<file path="src/rtl/acc40_pkg.sv">
`default_nettype none
// ============================================================================
//  Module   : acc40_pkg
//  Purpose  : Shared definitions for the 40-bit sequential accumulator.
//             DATA_W      - datapath width of the accumulator and adder.
//             acc_state_t - run-control FSM states.
//  Revision : 1.0 - initial release
// ============================================================================
package acc40_pkg;

  localparam int DATA_W = 40;

  typedef enum logic [1:0] {
    IDLE  = 2'd0,
    ACCUM = 2'd1,
    DONE  = 2'd2
  } acc_state_t;

endpackage : acc40_pkg
`default_nettype wire

</file>
<file path="src/rtl/rca_40b.sv">
`default_nettype none
// ============================================================================
//  Module   : rca_40b
//  Purpose  : 40-bit ripple-carry adder, one full adder per bit.
//  Ports    : a_i    [39:0] in  - addend A
//             b_i    [39:0] in  - addend B
//             cin_i         in  - carry in
//             sum_o  [39:0] out - A + B + Cin, modulo 2^40
//             cout_o        out - carry out of bit 39
//  Revision : 1.0 - initial release
// ============================================================================
module rca_40b
  import acc40_pkg::*;
(
  input  logic [DATA_W-1:0] a_i,
  input  logic [DATA_W-1:0] b_i,
  input  logic              cin_i,
  output logic [DATA_W-1:0] sum_o,
  output logic              cout_o
);

  logic [DATA_W:0] w_carry;

  assign w_carry[0] = cin_i;

  for (genvar i = 0; i < DATA_W; i++) begin : g_bit
    assign sum_o[i]       = a_i[i] ^ b_i[i] ^ w_carry[i];
    assign w_carry[i + 1] = (a_i[i] & b_i[i]) | (w_carry[i] & (a_i[i] ^ b_i[i]));
  end

  assign cout_o = w_carry[DATA_W];

endmodule : rca_40b
`default_nettype wire

</file>
<file path="src/rtl/acc40_seq.sv">
`default_nettype none
// ============================================================================
//  Module   : acc40_seq
//  Purpose  : Accumulates a run of len_i 40-bit operands (add or subtract)
//             through rca_40b, counts adder carry-outs and presents a single
//             result beat when the run completes.
//  Ports    : clk, rst_n              - clock, async active-low reset
//             start_i, len_i, sub_i   - run request, length, subtract mode
//             in_valid_i/in_ready_o   - operand stream handshake
//             in_data_i [39:0]        - operand
//             out_valid_o/out_ready_i - result handshake
//             out_sum_o [39:0]        - accumulated value
//             out_carries_o           - count of beats with Cout = 1
//             busy_o                  - high outside IDLE
//  Revision : 1.0 - initial release
// ============================================================================
module acc40_seq
  import acc40_pkg::*;
#(
  parameter int CNT_W = 8
) (
  input  logic              clk,
  input  logic              rst_n,
  input  logic              start_i,
  input  logic [CNT_W-1:0]  len_i,
  input  logic              sub_i,
  input  logic              in_valid_i,
  output logic              in_ready_o,
  input  logic [DATA_W-1:0] in_data_i,
  output logic              out_valid_o,
  input  logic              out_ready_i,
  output logic [DATA_W-1:0] out_sum_o,
  output logic [CNT_W-1:0]  out_carries_o,
  output logic              busy_o
);

  acc_state_t        state_q;
  logic [DATA_W-1:0] acc_q;
  logic [CNT_W-1:0]  carries_q;
  logic [CNT_W-1:0]  remaining_q;
  logic              mode_q;
  logic              in_ready_q;
  logic              out_valid_q;
  logic              busy_q;

  logic [DATA_W-1:0] w_b;
  logic [DATA_W-1:0] acc_d;
  logic              w_cout;
  logic [CNT_W-1:0]  carries_d;
  logic [CNT_W-1:0]  remaining_d;
  logic              w_accept;
  logic              w_last;

  // Subtraction is A + ~B + 1; Cout = 1 then means "no borrow".
  assign w_b = mode_q ? ~in_data_i : in_data_i;

  rca_40b u_rca (
    .a_i    (acc_q),
    .b_i    (w_b),
    .cin_i  (mode_q),
    .sum_o  (acc_d),
    .cout_o (w_cout)
  );

  assign carries_d   = carries_q + {{(CNT_W-1){1'b0}}, w_cout};
  assign remaining_d = remaining_q - {{(CNT_W-1){1'b0}}, 1'b1};
  assign w_accept    = in_valid_i && in_ready_q;
  assign w_last      = (remaining_q == {{(CNT_W-1){1'b0}}, 1'b1});

  always_ff @(posedge clk or negedge rst_n) begin
    if (!rst_n) begin
      state_q     <= IDLE;
      acc_q       <= '0;
      carries_q   <= '0;
      remaining_q <= '0;
      mode_q      <= 1'b0;
      in_ready_q  <= 1'b0;
      out_valid_q <= 1'b0;
      busy_q      <= 1'b0;
    end else begin
      case (state_q)
        IDLE: begin
          if (start_i) begin
            acc_q       <= '0;
            carries_q   <= '0;
            remaining_q <= len_i;
            mode_q      <= sub_i;
            busy_q      <= 1'b1;
            if (len_i != '0) begin
              state_q    <= ACCUM;
              in_ready_q <= 1'b1;
            end else begin
              // Empty run: result is the freshly cleared registers.
              state_q     <= DONE;
              out_valid_q <= 1'b1;
            end
          end
        end
        ACCUM: begin
          if (w_accept) begin
            acc_q       <= acc_d;
            carries_q   <= carries_d;
            remaining_q <= remaining_d;
            if (w_last) begin
              state_q     <= DONE;
              in_ready_q  <= 1'b0;
              out_valid_q <= 1'b1;
            end
          end
        end
        DONE: begin
          if (out_ready_i) begin
            state_q     <= IDLE;
            out_valid_q <= 1'b0;
            busy_q      <= 1'b0;
          end
        end
        default: begin
          state_q     <= IDLE;
          in_ready_q  <= 1'b0;
          out_valid_q <= 1'b0;
          busy_q      <= 1'b0;
        end
      endcase
    end
  end

  assign in_ready_o    = in_ready_q;
  assign out_valid_o   = out_valid_q;
  assign busy_o        = busy_q;
  assign out_sum_o     = acc_q;
  assign out_carries_o = carries_q;

endmodule : acc40_seq
`default_nettype wire
</file>
<file path="config.mk">
export PLATFORM = sky130hd
export DESIGN_NAME = acc40_seq
export DESIGN_NICKNAME = d
export VERILOG_FILES = /design/src/rtl/acc40_pkg.sv /design/src/rtl/rca_40b.sv /design/src/rtl/acc40_seq.sv
export SDC_FILE = /design/constraint.sdc
export NUM_CORES = 1
export LEC_CHECK = 0
export ABC_AREA = 1
export BUFFER_PORTS_ARGS = -buffer_cell sky130_fd_sc_hd__buf_2
export CORE_AREA = 2 2 73 126
export DETAILED_ROUTE_END_ITERATION = 7
export DIE_AREA = 0 0 75 128
export PLACE_DENSITY = 0.77
export SETUP_SLACK_MARGIN = 0.15
export SYNTH_ARGS = -nofsm -noshare
export SYNTH_HDL_FRONTEND = slang
export SYNTH_SLANG_ARGS = --single-unit
</file>
<file path="constraint.sdc">
create_clock -name clk -period 16.9 [get_ports clk]
set_clock_uncertainty 0.1 [all_clocks]
set_input_delay 2.535 -clock clk [delete_from_list [all_inputs] [get_ports clk]]
set_output_delay 2.535 -clock clk [all_outputs]
set_load 0.02 [all_outputs]
</file>
==> results of run 1 <==
-- state kept, by name, indices dropped and copies added, names as in the netlist --
register,count
busy_o,1
remaining_q,8
out_sum_o,40
state_q,2
out_carries_o,8
mode_q,1
in_ready_o,1
out_valid_o,1
-- per-stage QoR --
step / instances / utilization (%)
3_3_place_gp: 650 / 55.0
6_report: 666 / 59.0
4_1_cts: 666 / 58.9
3_5_place_dp: 650 / 55.0
2_1_floorplan: 447 / -
5_1_grt: 666 / 59.0
-- cells by family (layout without fill, tap and decap cells) --
group | Yosys count | in the layout
buffers and inverters | 51 | 153
flip-flops | 62 | 62
AO/OA/AOI/OAI | 30 | 30
AND/OR/NAND/NOR | 221 | 221
adder cells (fa/ha/maj) | 43 | 43
XOR/XNOR | 40 | 40
-- cells in the mapped netlist, types with 3 or more instances --
cell type                  number  area share [%]
sky130_fd_sc_hd__a21oi_1        6            0.73
sky130_fd_sc_hd__buf_2         16             2.0
sky130_fd_sc_hd__buf_6          3            0.83
sky130_fd_sc_hd__dfrtp_1       62              38
sky130_fd_sc_hd__fa_1          39              19
sky130_fd_sc_hd__ha_1           4             1.2
sky130_fd_sc_hd__inv_1         26             2.4
sky130_fd_sc_hd__nand2_1      132              12
sky130_fd_sc_hd__nand3_1       54             6.6
sky130_fd_sc_hd__nand4_1        4            0.61
sky130_fd_sc_hd__nor2_1        25             2.3
sky130_fd_sc_hd__o211ai_1       3            0.55
sky130_fd_sc_hd__o21ai_0       15             1.8
sky130_fd_sc_hd__xor2_1        38             8.1
-- worst max-delay path: cells and delay by family --
kind,cells,cell delay (ps)
buf+inv,4,240
xor+xnor,1,140
compound gates,1,170
simple gates,3,210
fa+ha+maj,40,13780
-- worst min path at each step --
stage                               startpoint                    endpoint  slack [ps]
floorplan           remaining_q[4]$_DFFE_PN0P_  remaining_q[4]$_DFFE_PN0P_         350
global placement       out_valid_o$_DFFE_PN0P_     out_valid_o$_DFFE_PN0P_         350
detailed placement          busy_o$_DFFE_PN0P_          busy_o$_DFFE_PN0P_         360
CTS                         busy_o$_DFFE_PN0P_          busy_o$_DFFE_PN0P_         370
global route           out_valid_o$_DFFE_PN0P_     out_valid_o$_DFFE_PN0P_         400
finish                      busy_o$_DFFE_PN0P_          busy_o$_DFFE_PN0P_         370
-- final cells by class --
class	instances	area share, %
Multi-Input combinational cell	334	48.0
Sequential cell	62	30.5
Timing Repair Buffer	108	11.0
Clock buffer	15	5.27
Tap cell	117	2.88
Inverter	29	2.19
Clock inverter	1	0.0984
-- power groups by stage --
| stage | clock network [mW] | logic (mW) | registers, mW |
|---|---|---|---|
| floorplan | 0 | 0.342 | 0.279 |
| global placement | 0 | 0.471 | 0.250 |
| detailed placement | 0 | 0.495 | 0.253 |
| CTS | 0.173 | 0.503 | 0.253 |
| global route | 0.182 | 0.564 | 0.260 |
| finish | 0.169 | 0.495 | 0.253 |
-- metal layers --
| layer | routed length, um | vias up | track usage (%) |
|---|---|---|---|
| met3 | 452 | 20 | 2.99 |
| met1 | 3710 | 1674 | 26.4 |
| li1 | - | 1601 | - |
| met5 | 0 | - | 0 |
| met2 | 5120 | 106 | 34.8 |
| met4 | 282 | 0 | 12.2 |
-- timing repair --
| item | 4_1_cts | 5_1_grt |
|---|---|---|
| hold buffers | 0 | 0 |
| resized for setup | 18 | 5 |
| pin swaps | 2 | 1 |
| endpoints found under the hold margin | 0 | 0 |
| setup endpoints to repair | 9 | 9 |
==> run summary, run 1 <==
The share of total power dissipated in the clock network is 18.4%. The run finished, with violations left. Summing the areas of all fa, ha and maj instances in the mapped netlist gives 20.3% of the synthesized area.

Summing every instance area after synthesis gives 4090 um^2. The synthesized instance count came out at 447. Once layout is done, the placed cells without fillers occupy 5080 um^2. The count of buffers added on input and output ports is 104. The number of antenna violations at the first check in global routing is 0.

Entering global routing, the biggest net connects 63 pins. The relative slew slack was 41.1%; the cell count of the worst hold path was 2. The peak per-stage delay on the critical path was 380 ps.

The die covers 9600 um^2. Counting flops and latches in the post-synthesis netlist gives 62. Buffers inserted during clock tree synthesis total 9. The worst-margin pin slew is 882 ps. The sequential cells in the finished layout cover a total of 1550 um^2.

In the synthesized netlist the async set-or-reset flop fraction comes to 100%. In the synthesized netlist the dominant register cell turns out to be sky130_fd_sc_hd__dfrtp_1. The top cell types in the final layout, fill and taps aside, are 130 x sky130_fd_sc_hd__nand2_1, 102 x sky130_fd_sc_hd__buf_2, 61 x sky130_fd_sc_hd__dfrtp_1. The required time of the critical path is 17020 ps, and the insertion delay to the later sink of the worst-skew pair is 330 ps. The area growth from synthesis to layout is 24.4%. For the H-tree depth, the log shows 3.

Along the worst path, the maximum fanout reaches 3. The share of post-route cells with drive strength above 1 was 33.3%. Setup slack on the worst flop-to-flop path: 1670 ps. The area fraction in and, or, nand and nor cells after synthesis is 22.5%, and the setup slack at placement is -502 ps. During synthesis, Yosys emitted a total of 0 warnings. Clock-pin slew was measured on the worst setup and hold paths at 50 ps. The synthesized netlist devotes 4.62% of its cell area to compound gates. The die height works out to 128 um.

The via count of the first global-routing pass is 3409. The cell sitting at the root of the clock tree is a sky130_fd_sc_hd__clkbuf_16. The cell area power density is 180 nW/um^2, and the final hold violation count is 0.

Across every metal layer, demand over resource in global routing totals 21.3%. The half-perimeter wire length after placement was 6.58 mm. The final wirelength came out at 9.57 mm.

The row count came out at 45. Based on the critical path, the design can be clocked at up to 59.1 MHz. STA puts the critical path data arrival time at 17050 ps. Start point of the critical path: in_data_i[1]. VDD sags by at most 102 uV. In this run the remaining antenna-violating nets after routing total 0.

The library cell used most frequently in the layout, excluding fill and tap cells, is sky130_fd_sc_hd__nand2_1. Worst setup path endpoint: out_carries_o[4]$_DFFE_PN0P_. STA classifies the critical path endpoint as a flop.

The first global-routing pass estimated 15.6 mm of wire. In this run the horizontal extent of the chip is 75 um. The worst hold margin is 366 ps. Sequential cells were found to cover 38.0% of the synthesized design area. The post-layout minimum cycle time is 16930 ps. The main combinational cell family by area after synthesis was simple AND/OR/NAND/NOR gates. The max-slew violation count is 0, and the power share of the combinational group is 54.0%. In this run the critical register-to-register path is launched from mode_q$_DFFE_PN0P_. The initial utilization of the core area, before any placement, comes to 47.4%.

In this run the count of I/O pins placed on the die edge is 105. The number of antenna repair diodes is 0, and the synthesized area divided by synthesized cell count is 9.14 um^2. TritonCTS built the clock tree. The final route contains 3401 vias. The path class of the tightest hold or removal check is flop to flop. The static power due to leakage was 2.65 nW. The DRC marker count from the first detailed-route iteration was 281. The capture point of the worst reg-to-reg path is out_carries_o[4]$_DFFE_PN0P_. Post-CTS timing repair inserted 0 buffers for setup.

Adding up every negative setup slack in the final design gives -37.5 ps. The count of flip-flops with a built-in enable after synthesis was 0; the maximum root-to-sink buffer count was 2. The type of the worst setup path is input pin to flop. Critical path's slowest cell: sky130_fd_sc_hd__fa_2. Of the total synthesized cell area, the portion taken by XOR and XNOR cells is 8.57%. The checks that failed: negative setup slack. The total of max-cap violations is 0, and the switching part of the total is 46.5%.

The worst-case reg-to-reg path depth was 48; the relative contribution of sequential cells to total power was 27.6%. For the power dissipated by switching net loads, the log shows 427 uW. The completed layout was analyzed and its total power is 918 uW.

The layout has 739 filler cells. The post-synthesis mux area share is 0%, and the DRC violations left is 0. Cell internal power was estimated by the tool at 491 uW. The share of the cycle needed by the critical path after routing works out to 100%. Summing all placed instances gives a cell area of 4740 um^2. The run gives -29.5 ps as the least setup slack across all paths after layout. Setup violations remaining at the end of the flow were counted as 2. Among the stages of the critical path, the cell type that occurs most often is sky130_fd_sc_hd__fa_2. The tools report the number of nets in the synthesized netlist as 544. The core region is 8610 um^2.

The mean number of vias per cell is 5.11, and the net total in the final layout is 641. The worst setup path is launched from an input pin. After detailed routing, the average wire length per cell comes to 14.4 um.

The run gives 2440 um^2 as the area taken by multi-input logic gates. The total overflow left after global routing is 0. The routability congestion estimate was 0.848; the first-pass iteration count of the detailed router was 5. For this design, the sink count on the clock tree is 62. Setup repair after global routing could not meet its margin everywhere.

The count of unique library cells instantiated by Yosys was 29.
(Power assumes the default switching activity.)
==> run 2: changes to the inputs <==
ABC_AREA = unset   (was 1)
CORE_AREA = 2 2 109 84   (was 2 2 73 126)
DIE_AREA = 0 0 111 86   (was 0 0 75 128)
PLACE_DENSITY = 0.75   (was 0.77)
==> run 2 against run 1 <==
The run still ends with negative setup slack left. Fmax is 0.26% lower. Register-to-register slack better by 70 ps. Global-route usage is 0.094 points higher. Highest routed layer unchanged. Non-clock buffer count is 1 higher.
==> run summary, run 2 <==
For the total met3 wirelength after detailed routing, the log shows 613 um (was 452 um). For the least setup slack across all paths after layout, the log shows -74.4 ps (was -29.5 ps). The tools report the root buffer selected by CTS as sky130_fd_sc_hd__clkbuf_16 (unchanged). The tools report the count of endpoints failing setup in the final report as 5 (was 2). Total chip power: 1.12 mW (was 918 uW).

The tools report the half-perimeter wire length after placement as 6.78 mm (was 6.58 mm). The mean number of vias per cell works out to 5.29 (was 5.11). The number of buffer cells added on primary ports is 104 (unchanged). TritonCTS built the clock tree. For the total congestion overflow after global routing, the log shows 0 (unchanged).

Most frequent cells in the layout: 103 x sky130_fd_sc_hd__buf_2, 93 x sky130_fd_sc_hd__nand2_1, 61 x sky130_fd_sc_hd__dfrtp_1 (was 130 x sky130_fd_sc_hd__nand2_1, 102 x sky130_fd_sc_hd__buf_2, 61 x sky130_fd_sc_hd__dfrtp_1). H-tree depth: 3 (unchanged). The worst min-delay path category is flop to flop (unchanged).

Final design instance area without fill: 4990 um^2 (was 5080 um^2). The insertion delay to the later sink of the worst-skew pair is 310 ps (was 330 ps), and the overall global routing resource usage is 21.4% (was 21.3%). The DRC marker count from the first detailed-route iteration came out at 189 (was 281). The sequential fraction of the synthesis area is 38.9% (was 38.0%), and the DRC violations left is 0 (unchanged). The tools report the wire length of the first global-routing pass as 16.3 mm (was 15.6 mm).

The family of cells with the greatest summed delay on the critical path was adder cells (unchanged). The die height was 86 um (was 128 um). The top fanout value on the critical path is 4 (was 3).

The static power due to leakage is 2.42 nW (was 2.65 nW). Top area cells in the synthesized netlist: sky130_fd_sc_hd__dfrtp_1 39%, sky130_fd_sc_hd__fa_1 20%, sky130_fd_sc_hd__nand2_1 8.9%, sky130_fd_sc_hd__xor2_1 8.3%, sky130_fd_sc_hd__nand3_1 5.8% (was sky130_fd_sc_hd__dfrtp_1 38%, sky130_fd_sc_hd__fa_1 19%, sky130_fd_sc_hd__nand2_1 12%, sky130_fd_sc_hd__xor2_1 8.1%, sky130_fd_sc_hd__nand3_1 6.6%). The horizontal die dimension was 111 um (was 75 um).

The maximum root-to-sink buffer count is 2 (unchanged), and the I/O pin total is 105 (unchanged). The post-layout minimum cycle time came out at 16970 ps (was 16930 ps). The relative slew slack is 29.8% (was 41.1%), and the count of unique library cells instantiated by Yosys is 39 (was 29). Cell occurring most often along the worst timing path: sky130_fd_sc_hd__fa_2 (unchanged). The total of warnings raised by yosys is 0 (unchanged), and the relative contribution of sequential cells to total power is 26.7% (was 27.6%). The met2 layer wire length in the routed design came out at 4.56 mm (was 5.12 mm). Post-route met1 wirelength: 4.35 mm (was 3.71 mm).

The placement-stage cell area is 4660 um^2 (was 4740 um^2). The top cell type's share of synthesized area is 38.9% (was 38.0%), and the data arrival time of the critical path is 17070 ps (was 17050 ps). The run gives 0.857 (was 0.848) as the routability congestion estimate. The pin count of the biggest net entering global routing was 63 (unchanged). The number of nets in the synthesized netlist was 502 (was 544); the total buffers and inverters traversed by the critical path was 3 (was 4).

The CTS clock-pin slew for the worst setup and hold paths is 50 ps (about the same). The logs give 1550 um^2 (unchanged) for the sequential cell area and 8380 um^2 (was 8610 um^2) for the floorplan core area. The total of max-cap violations is 0 (unchanged). Count of placed standard cells including taps: 596 (was 650).

The run gives 0 (unchanged) as the number of antenna violations at the first check in global routing. Type of the worst setup path: input pin to flop (unchanged). The power dissipated by switching net loads is 520 uW (was 427 uW), and the max-slew violation count is 0 (unchanged). Share of synthesized flip-flops with an asynchronous set or reset: 100% (unchanged). The share of the cycle needed by the critical path after routing was 100% (about the same); the synthesized instance count was 405 (was 447). The hold buffer count at CTS came out at 0 (unchanged).

The proportion of power drawn by the clock network is 15.2% (was 18.4%), and the number of register bits inferred by synthesis is 62 (unchanged). The routed wirelength normalized by instance count works out to 15.7 um (was 14.4 um). Setup repair after global routing could not meet its margin everywhere. The count of flip-flops with a built-in enable after synthesis is 0 (unchanged). The commonest non-fill, non-tap cell in the layout was sky130_fd_sc_hd__buf_2 (was sky130_fd_sc_hd__nand2_1). The initial core utilization is 47.6% (was 47.4%). The logs give 0 (unchanged) for the final hold violation count and 2440 um^2 (about the same) for the area taken by multi-input logic gates.

For the post-route non-filler standard cell count, the log shows 610 (was 666). Type of element launching the critical path: an input pin (unchanged). The switching part of the total came out at 46.6% (was 46.5%). The critical path's slowest cell was sky130_fd_sc_hd__fa_2 (unchanged). Power share of the combinational group: 58.1% (was 54.0%). The first-pass iteration count of the detailed router was 5 (unchanged); the post-synthesis instance area was 3990 um^2 (was 4090 um^2). The run finished, with violations left. For the total clock sinks, the log shows 62 (unchanged).

Row count: 29 (was 45). The most frequently used flop master after synthesis was sky130_fd_sc_hd__dfrtp_1 (unchanged). The number of nets with antenna violations after detailed routing was 0 (unchanged).

The share of post-route cells with drive strength above 1 came out at 34.9% (was 33.3%). The final wirelength is 9.60 mm (was 9.57 mm), and the total CTS buffers is 9 (unchanged). The largest vdd supply drop is 106 uV (was 102 uV), and the number of antenna repair diodes is 0 (unchanged). The peak per-stage delay on the critical path works out to 370 ps (was 380 ps). The run gives 596 uW (was 491 uW) as the total internal power. The tools report the kind of end point of the critical path as a flop (unchanged). List of most frequent post-synthesis cells: 95 x sky130_fd_sc_hd__nand2_1, 62 x sky130_fd_sc_hd__dfrtp_1, 46 x sky130_fd_sc_hd__nand3_1 (was 132 x sky130_fd_sc_hd__nand2_1, 62 x sky130_fd_sc_hd__dfrtp_1, 54 x sky130_fd_sc_hd__nand3_1).

The via count was 3225 (was 3401); the via count of the first global-routing pass was 3303 (was 3409). The library cell with the largest summed area after synthesis was sky130_fd_sc_hd__dfrtp_1 (unchanged). The top metal layer carrying routed signals is met4 (unchanged). The net total in the final layout came out at 596 (was 641). The area added between synthesis and finish is 25.2% (was 24.4%). The synthesized area divided by synthesized cell count was 9.84 um^2 (was 9.14 um^2); the cell area power density was 223 nW/um^2 (was 180 nW/um^2).

Cell with the most instances after synthesis: sky130_fd_sc_hd__nand2_1 (unchanged). The logs give 17000 ps (was 17020 ps) for the required time of the critical path and 58.9 MHz (was 59.1 MHz) for the highest clock rate. Violated checks: negative setup slack (unchanged). The tools report the number of buffers inserted by post-CTS setup repair as 0 (unchanged). The flip-flop count of the largest register after layout came out at 40 (unchanged). The total die area was 9550 um^2 (was 9600 um^2). The total of fill cells in the finished design is 700 (was 739). The worst-margin pin slew is 1050 ps (was 882 ps).
[run 2: changes by cell type after synthesis, moves of 3 or more]
| cell | delta |
|---|---|
| sky130_fd_sc_hd__clkbuf_1 | +15 |
| sky130_fd_sc_hd__buf_1 | +4 |
| sky130_fd_sc_hd__a211oi_1 | +3 |
| sky130_fd_sc_hd__o21ai_0 | +4 |
| sky130_fd_sc_hd__buf_2 | -13 |
| sky130_fd_sc_hd__inv_1 | -19 |
| sky130_fd_sc_hd__nor3b_1 | +3 |
| sky130_fd_sc_hd__nor4_1 | +4 |
| sky130_fd_sc_hd__a21oi_1 | +7 |
| sky130_fd_sc_hd__or3_1 | +3 |
| sky130_fd_sc_hd__nand2_1 | -37 |
| sky130_fd_sc_hd__nand2b_1 | +5 |
| sky130_fd_sc_hd__nor2_1 | -13 |
| sky130_fd_sc_hd__nand3_1 | -8 |
[run 2: worst paths after layout]
kind	startpoint	to	slack, ps	cells past startpoint
setup reg to reg	mode_q$_DFFE_PN0P_	out_carries_o[5]$_DFFE_PN0P_	1740	47
hold reg to reg	out_valid_o$_DFFE_PN0P_	out_valid_o$_DFFE_PN0P_	400	2
setup / recovery	in_data_i[0]	out_carries_o[5]$_DFFE_PN0P_	-70	48
hold / removal	out_valid_o$_DFFE_PN0P_	out_valid_o$_DFFE_PN0P_	400	2
min in group asynchronous	rst_n	out_sum_o[4]$_DFFE_PN0P_	2290	2
max in group asynchronous	rst_n	mode_q$_DFFE_PN0P_	13810	2
[run 2: timing repair]
item,4_1_cts,5_1_grt
pin swaps,4,1
setup endpoints to repair,9,9
hold endpoints to repair,0,0
gates resized for setup,18,0
[run 2: power by group through the flow]
| stage | sequential (mW) | clock, mW | combinational [mW] |
|---|---|---|---|
| global placement | 0.294 | 0 | 0.614 |
| floorplan | 0.342 | 0 | 0.417 |
| detailed placement | 0.297 | 0 | 0.639 |
| global route | 0.309 | 0.182 | 0.746 |
| finish | 0.297 | 0.170 | 0.648 |
| CTS | 0.298 | 0.175 | 0.655 |
[run 2: through the flow]
stage	setup slack [ps]	setup TNS [ps]	hold slack, ps	utilization, %
CTS	-79.1	-219	402	59.5
finish	-74.4	-279	398	59.5
global placement	-254	-1900	382	55.6
floorplan	88.4	0	398	-
global route	-375	-2510	429	59.5
detailed placement	-424	-3430	387	55.6
[run 2: worst min-delay path: cells and delay by family, from the launching register on]
kind | cells | cell delay (ps)
flip-flops | 1 | 340
AND/OR/NAND/NOR | 2 | 120
[run 2: cell families (layout without fill, tap and decap cells)]
| kind of cell | count (synthesis) | in the layout | share of synthesized area, % |
|---|---|---|---|
| AND/OR/NAND/NOR | 178 | 178 | 20.2 |
| AO/OA/AOI/OAI | 45 | 45 | 6.56 |
| buffers and inverters | 33 | 130 | 3.77 |
| XOR/XNOR | 42 | 42 | 9.23 |
| flip-flops | 62 | 62 | 38.9 |
| adder cells (fa/ha/maj) | 43 | 43 | 20.8 |
| multiplexers | 2 | 2 | 0.534 |
[run 2: area by class of cell]
class	count	area share (%)
Multi-Input combinational cell	310	48.8
Sequential cell	62	31.1
Timing Repair Buffer	109	11.3
Clock buffer	13	5.41
Tap cell	108	2.71
Inverter	7	0.526
Clock inverter	1	0.100
[run 2: metal layers]
metal,up-vias,GRT usage [%]
li1,1515,-
met1,1583,30.4
met2,118,34.1
met3,9,5.23
met4,0,4.20
met5,-,0
